### config.mk
export PLATFORM = sky130hd
export DESIGN_NAME = freq_meter
export DESIGN_NICKNAME = d
export VERILOG_FILES = /design/src/rtl/freq_meter.sv
export SDC_FILE = /design/constraint.sdc
export NUM_CORES = 1
export LEC_CHECK = 0
export CORE_UTILIZATION = 60
export CTS_CLUSTER_SIZE = 10
export DETAILED_ROUTE_END_ITERATION = 12
export PLACE_DENSITY = 0.85
export SYNTH_ARGS = -nofsm -noshare
export SYNTH_HDL_FRONTEND = slang
export SYNTH_SLANG_ARGS = --single-unit
### constraint.sdc
create_clock -name clock -period 3.18 [get_ports clock]
set_input_delay 0.795 -clock clock [delete_from_list [all_inputs] [get_ports clock]]
set_output_delay 0.795 -clock clock [all_outputs]
set_load 0.005 [all_outputs]
### src/rtl/freq_meter.sv
// Measures the period and high time of an asynchronous input in system-clock cycles.
// Optional FREQ_METER_CONTINUOUS_EN: keep measuring every input period instead of single-shot.
module freq_meter #(
  parameter int CNT_W = 16
) (
  input  logic             clock,
  input  logic             reset_n,
  input  logic             in,
  input  logic             start,
  output logic [CNT_W-1:0] period,
  output logic [CNT_W-1:0] high_time,
  output logic             valid,
  output logic             busy,
  output logic             timeout,
  output logic [1:0]       dbg_state
);

  typedef enum logic [1:0] {
    IDLE    = 2'd0,
    ARM     = 2'd1,
    MEASURE = 2'd2
  } state_t;

  localparam logic [CNT_W-1:0] CNT_MAX = '1;
  localparam logic [CNT_W-1:0] CNT_ONE = {{(CNT_W-1){1'b0}}, 1'b1};

  state_t           state;
  state_t           state_nxt;
  logic             sync_a;
  logic             sync_b;
  logic             sync_d;
  logic             rise;
  logic             sat;
  logic [CNT_W-1:0] cnt;
  logic [CNT_W-1:0] cnt_nxt;
  logic [CNT_W-1:0] hcnt;
  logic [CNT_W-1:0] hcnt_nxt;
  logic             load;
  logic             timeout_nxt;

  // sync_d holds the previous synchronized sample for edge detection.
  always_ff @(posedge clock or negedge reset_n) begin
    if (!reset_n) begin
      sync_a <= 1'b0;
      sync_b <= 1'b0;
      sync_d <= 1'b0;
    end else begin
      sync_a <= in;
      sync_b <= sync_a;
      sync_d <= sync_b;
    end
  end

  assign rise = sync_b & ~sync_d;
  assign sat  = (cnt == CNT_MAX);

  always_ff @(posedge clock or negedge reset_n) begin
    if (!reset_n) begin
      state <= IDLE;
      cnt   <= '0;
      hcnt  <= '0;
    end else begin
      state <= state_nxt;
      cnt   <= cnt_nxt;
      hcnt  <= hcnt_nxt;
    end
  end

  // A rise always beats saturation, so a period of exactly CNT_MAX is still reported.
  always_comb begin
    state_nxt   = state;
    cnt_nxt     = cnt;
    hcnt_nxt    = hcnt;
    load        = 1'b0;
    timeout_nxt = 1'b0;
    case (state)
      IDLE: begin
        if (start) begin
          state_nxt = ARM;
          cnt_nxt   = '0;
          hcnt_nxt  = '0;
        end
      end
      ARM: begin
        if (rise) begin
          state_nxt = MEASURE;
          cnt_nxt   = CNT_ONE;
          hcnt_nxt  = CNT_ONE;
        end else if (sat) begin
          state_nxt   = IDLE;
          timeout_nxt = 1'b1;
        end else begin
          cnt_nxt = cnt + CNT_ONE;
        end
      end
      MEASURE: begin
        if (rise) begin
          load = 1'b1;
`ifdef FREQ_METER_CONTINUOUS_EN
          cnt_nxt  = CNT_ONE;
          hcnt_nxt = CNT_ONE;
`else
          state_nxt = IDLE;
`endif
        end else if (sat) begin
          state_nxt   = IDLE;
          timeout_nxt = 1'b1;
        end else begin
          cnt_nxt  = cnt + CNT_ONE;
          hcnt_nxt = hcnt + {{(CNT_W-1){1'b0}}, sync_b};
        end
      end
      default: state_nxt = IDLE;
    endcase
  end

  always_ff @(posedge clock or negedge reset_n) begin
    if (!reset_n) begin
      period    <= '0;
      high_time <= '0;
      valid     <= 1'b0;
      timeout   <= 1'b0;
    end else begin
      valid   <= load;
      timeout <= timeout_nxt;
      if (load) begin
        period    <= cnt;
        high_time <= hcnt;
      end
    end
  end

  assign busy      = (state != IDLE);
  assign dbg_state = state;

endmodule

==> reports/results.ini, run 1 <==
[floorplanning]
die_y_microns=78.2
start_util=0.629
rows=27
dieArea_sq_um=6110
core_sq_um=5540
io_pins=41
fp.dieW_microns=78.2

[logic_synthesis]
ys_types=49
synth_top_cells_by_area=dfrtp_1 51%, nand2_1 12%, nand3_1 3.2%, o31ai_1 2.8%, o21ai_0 2.7%
synth_xor_area_frac=0.0176
syn_avg_cell_area_sq_um=9.29
async_reset_ff_frac=1.00
syn_nets=386
synth.most_common_cell=nand2_1
synth_top_area_share=0.510
synth_compound_area_frac=0.120
synth-seq-area-share=0.510
ys_warn_count=0
synth_simple_gate_area_frac=0.290
synth_ff_type=dfrtp_1
mappedNetlistArea_sq_um=3480
synth_area_leader_cell=dfrtp_1
netlist_instances=375
synth_top_family_by_area=simple AND/OR/NAND/NOR gates
synth_edf_count=0
synthMuxAreaShare=0.00287
synth_seq_cells=71
synth-adder-area-share=0.0252
synth_top_cells_by_count=108 x nand2_1, 71 x dfrtp_1, 22 x nand3_1

[power]
peakVddDrop_mv=0.509
power.total_mw=2.36
p_seq_frac=0.432
leakagePower_nw=1.95
power.internal_mw=1.55
combPwrFrac=0.303
power.switching_mw=0.807
power_frac_clock=0.265
cellPowerDensity_nw_per_um2=573
netSwitchingFraction=0.342

[global_routing]
grt_max_degree=35
overflow=0
antenna_found_initial=0
grt_pass1_wl_mm=12.8
grt_pass1_vias=2807
track_usage=0.272

[cells_and_area]
fin_nets=427
num-fill-cells=424
num_antenna_cells=0
areaGrowthSynthToFinish_pct=18.2
drive_above_1_share=0.0831

[sta]
finalHoldViolCount=0
period_minus_slack_ns=2.65
max_slew_margin=0.496
fin_crit_sh=0.835
clock_skew_ns=0.00824
holdWs_ns=0.352
setup_violations=0
drv_slew=0
fin_setup_tns_ns=0
fmax_mhz=377
worst-slew-pin-transition_ns=0.755
rsz0062_at_grt=false

[setup_path]
criticalPathCategory=reg -> reg
crit_start=dbg_state[0]
path_max_fanout=17
end_kind=register
required_ns=3.40
cp-endpoint=hcnt[4]
r2r-start=dbg_state[0]
r2r_setup_slack_ns=0.53
slowest_delay_ns=0.72
crit_arrival_ns=2.87
crit_chain=inv_1 > ha_1 > nand3b_4 > inv_2 > a2111oi_4 > nand2_2 > o21ai_0 > o31ai_1
critical_path.startpoint_type=register
slowest_stage=a2111oi_4
timing.rr.end=hcnt[4]
r2r_cells=8

[routing]
vias_per_cell=5.91
wl_per_cell_microns=15.0
finalWirelength_mm=7.38
drc_errors=0
final_antenna_net_count=0
vias=2913
drt-initial-drc-count=259
drtPass1Iterations=5

[clock_tree]
clock_latency_ns=0.35
root_buffer=clkbuf_8
cts_made_buffers=9
clk_pin_slew_worst_paths_ns=0.07
cts_resized=0
clkSinkCount=71
cts_setup_buffers=0
clockBufferDepth=2
ctsHoldBuffers=0
h-tree-depth=3
cts_tree=yes

[status]
status=finished, final reports clean

[place]
dpl.hpwl_mm=5.08
gp_congestion=0.834
portBuffers=40

[min_path]
min-delay-path-class=reg -> reg

[flow_run]
cap_violations=0

## stage by stage
step / setup WS (ns) / utilization / instances / instance area (sq um)
finish: 0.526 / 0.743 / 493 / 4120
global route: 0.204 / 0.743 / 493 / 4120
CTS: 0.555 / 0.743 / 493 / 4120
detailed placement: 0.420 / 0.713 / 477 / 3950
global placement: 0.497 / 0.713 / 477 / 3950
floorplan: 1.06 / - / 375 / 3480
## flip-flops by register name, summed over array words and instances, names as in the netlist
register   count
cnt           16
hcnt          16
high_time     16
period        16
dbg_state      2
sync_a         1
sync_b         1
sync_d         1
timeout        1
valid          1
## cell families after synthesis
kind of cell,Yosys count
AOI/OAI and AO/OA,61
muxes,1
and+or+nand+nor,203
adders and majority gates,7
DFF,71
buffers and inverters,25
xor gates and xnor gates,7
## layer usage
metal  up-vias  track usage  routed length [microns]  share of wire
met5         -            0                        0              0
met4         0        0.139                      152          0.021
met3        17       0.0465                      383          0.052
met2       102        0.432                     3570           0.48
met1      1407        0.360                     3270           0.44
li1       1387            -                        -              -
## critical path, delay by kind of cell (launching register included)
family                   cells  cell delay, ns
flip-flops                   1            0.42
AO/OA/AOI/OAI                3            1.04
buffers and inverters        2            0.17
AND/OR/NAND/NOR              2            0.53
adder cells (fa/ha/maj)      1            0.36
## worst min-delay path by stage
stage	startpoint	endpoint	slack, ns	cells after the start
detailed placement	sync_a	sync_b	0.34	0
global placement	sync_a	sync_b	0.33	0
finish	sync_a	sync_b	0.35	0
floorplan	sync_a	sync_b	0.33	0
CTS	sync_a	sync_b	0.36	0
global route	sync_a	sync_b	0.37	0
## area by class of cell
| class | instances | area, sq um | share of cell area |
|---|---|---|---|
| tap | 72 | 90.1 | 0.0219 |
| clock inverter | 3 | 18.8 | 0.00456 |
| sequential | 71 | 1780 | 0.432 |
| multi-input combinational | 279 | 1590 | 0.386 |
| inverter | 7 | 26.3 | 0.00638 |
| timing repair buffer | 48 | 468 | 0.114 |
| clock buffer | 13 | 149 | 0.0362 |
## power by group through the flow
stage	Sequential, mW	Combinational [mW]	Clock, mW
floorplan	1.03	0.451	0
global placement	1.03	0.691	0
detailed placement	1.03	0.709	0
CTS	1.02	0.715	0.636
global route	1.03	0.801	0.673
finish	1.02	0.714	0.625
## cells in the final DEF, fill, tap and decap left out, types with 4 or more instances in the layout
cell type	n
a21oi_1	8
a31oi_1	11
and3_1	6
buf_4	7
clkbuf_8	10
clkdlybuf4s50_1	39
dfrtp_1	71
ha_1	7
inv_1	6
nand2_1	108
nand2b_1	4
nand3_1	22
nand4_1	9
nor2_1	17
nor2b_1	4
nor3_1	4
nor4_1	5
o21ai_0	19
o31ai_1	13
xnor2_1	4
(Power assumes the default switching activity.)
==> run 2: changes to the inputs <==
--- a/config.mk
+++ b/config.mk
@@ -5,10 +5,10 @@
 export SDC_FILE = /design/constraint.sdc
 export NUM_CORES = 1
 export LEC_CHECK = 0
-export CORE_UTILIZATION = 60
+export CORE_UTILIZATION = 50
 export CTS_CLUSTER_SIZE = 10
 export DETAILED_ROUTE_END_ITERATION = 12
-export PLACE_DENSITY = 0.85
+export PLACE_DENSITY = 0.75
 export SYNTH_ARGS = -nofsm -noshare
 export SYNTH_HDL_FRONTEND = slang
 export SYNTH_SLANG_ARGS = --single-unit
==> constraint.sdc (replaced) <==
create_clock -name clock -period 2.44 [get_ports clock]
set_input_delay 0.61 -clock clock [delete_from_list [all_inputs] [get_ports clock]]
set_output_delay 0.61 -clock clock [all_outputs]
set_load 0.005 [all_outputs]
==> run 2 against run 1 <==
Against the previous run:
- global-route usage is 3.7 points lower
- non-clock buffer count increased by 7
- flip-flop and latch count unchanged
- critical endpoint is now busy
==> reports/results.ini, run 2 (synthesis gave the netlist of run 1 again) <==
[cells_and_area]
final_common_cell=nand2_1
num-fill-cells=599
num_antenna_cells=0
fin_nets=434
final_cells=508
layout_common_cells=108 x nand2_1, 71 x dfrtp_1, 39 x clkdlybuf4s50_1, 22 x nand3_1, 19 x o21ai_0
areaGrowthSynthToFinish_pct=22.2
drive_above_1_share=0.105

[floorplanning]
fp.dieW_microns=85.5
io_pins=41
dieArea_sq_um=7300
core_sq_um=6760
start_util=0.515
rows=30
die_y_microns=85.5

[min_path]
min-delay-path-class=in -> async

[sta]
finalHoldViolCount=0
fin_crit_sh=0.934
period_minus_slack_ns=2.28
drv_slew=0
fin_setup_tns_ns=0
max_slew_margin=0.567
rsz0062_at_grt=false
clock_skew_ns=0.0127
setup_violations=0
fin_ws_ns=0.161
worst-slew-pin-transition_ns=0.644
fmax_mhz=439

[setup_path]
required_ns=1.83
criticalPathCategory=reg -> out
slowest_stage=clkdlybuf4s50_1
crit_arrival_ns=1.67
path_max_fanout=5
cpMostUsedCell=inv_1
critical_path.top_delay_family=buffers and inverters
critical_path.startpoint_type=register
crit_chain=inv_1 > ha_1 > inv_1 > clkdlybuf4s50_1
slowest_delay_ns=0.50
path_buf_inv=3
end_kind=output port

[flow_run]
cap_violations=0

[global_routing]
grt_max_degree=37
antenna_found_initial=0
track_usage=0.234
grt_pass1_wl_mm=13.3
grt_pass1_vias=2890
overflow=0

[routing]
finalWirelength_mm=7.61
drtPass1Iterations=4
vias=2892
final_antenna_net_count=0
vias_per_cell=5.69
wl_per_cell_microns=15.0
drt-initial-drc-count=164
drc_errors=0

[place]
dpl.hpwl_mm=5.36
place_inst=492
gp_congestion=0.915
place_ws_ns=0.120
portBuffers=40

[clock_tree]
clkSinkCount=71
clockBufferDepth=2
clk_pin_slew_worst_paths_ns=0.09
cts_tree=yes
root_buffer=clkbuf_8
ctsHoldBuffers=0
cts_setup_buffers=0
cts_resized=0
cts_made_buffers=9
clock_latency_ns=0.35
h-tree-depth=3

[power]
peakVddDrop_mv=0.406
leakagePower_nw=2.02
power.total_mw=3.42
cellPowerDensity_nw_per_um2=803

[status]
status=finished, final reports clean

-- run 2: stage by stage --
step | utilization | hold WS (ns) | cell area, sq um
after floorplan | - | 0.314 | 3480
after global placement | 0.594 | 0.335 | 4010
after detailed placement | 0.594 | 0.335 | 4010
after CTS | 0.630 | 0.128 | 4260
after global routing | 0.630 | 0.136 | 4260
final | 0.630 | 0.126 | 4260
-- run 2: layout make-up --
class	instances	area (sq um)	share of cell area
Timing Repair Buffer	55	520	0.122
Inverter	7	26.3	0.00617
Sequential cell	71	1780	0.418
Clock inverter	7	121	0.0285
Clock buffer	9	124	0.0291
Multi-Input combinational cell	279	1590	0.373
Tap cell	80	100	0.0235
-- run 2: final timing paths --
path                         startpoint            to  slack, ns  depth (start not counted)
setup / recovery           dbg_state[0]          busy       0.16                          4
hold / removal                  reset_n  high_time[4]       0.13                          1
setup reg to reg           dbg_state[0]       hcnt[7]       0.27                          9
hold reg to reg                  sync_a        sync_b       0.35                          0
max in group asynchronous       reset_n     period[8]       1.68                          2
min in group clock               sync_a        sync_b       0.35                          0
-- run 2: metal layers --
metal | global-route usage | part of all wire | vias up
li1 | - | - | 1400
met1 | 0.294 | 0.43 | 1383
met2 | 0.392 | 0.50 | 94
met3 | 0.0409 | 0.050 | 15
met4 | 0.117 | 0.024 | 0
met5 | 0 | 0 | -
-- run 2: where the power goes --
group          switching, mW  leakage [nW]  internal (mW)
combinational          0.563         0.919          0.392
sequential            0.0721         0.976           1.25
clock                  0.456         0.123          0.682
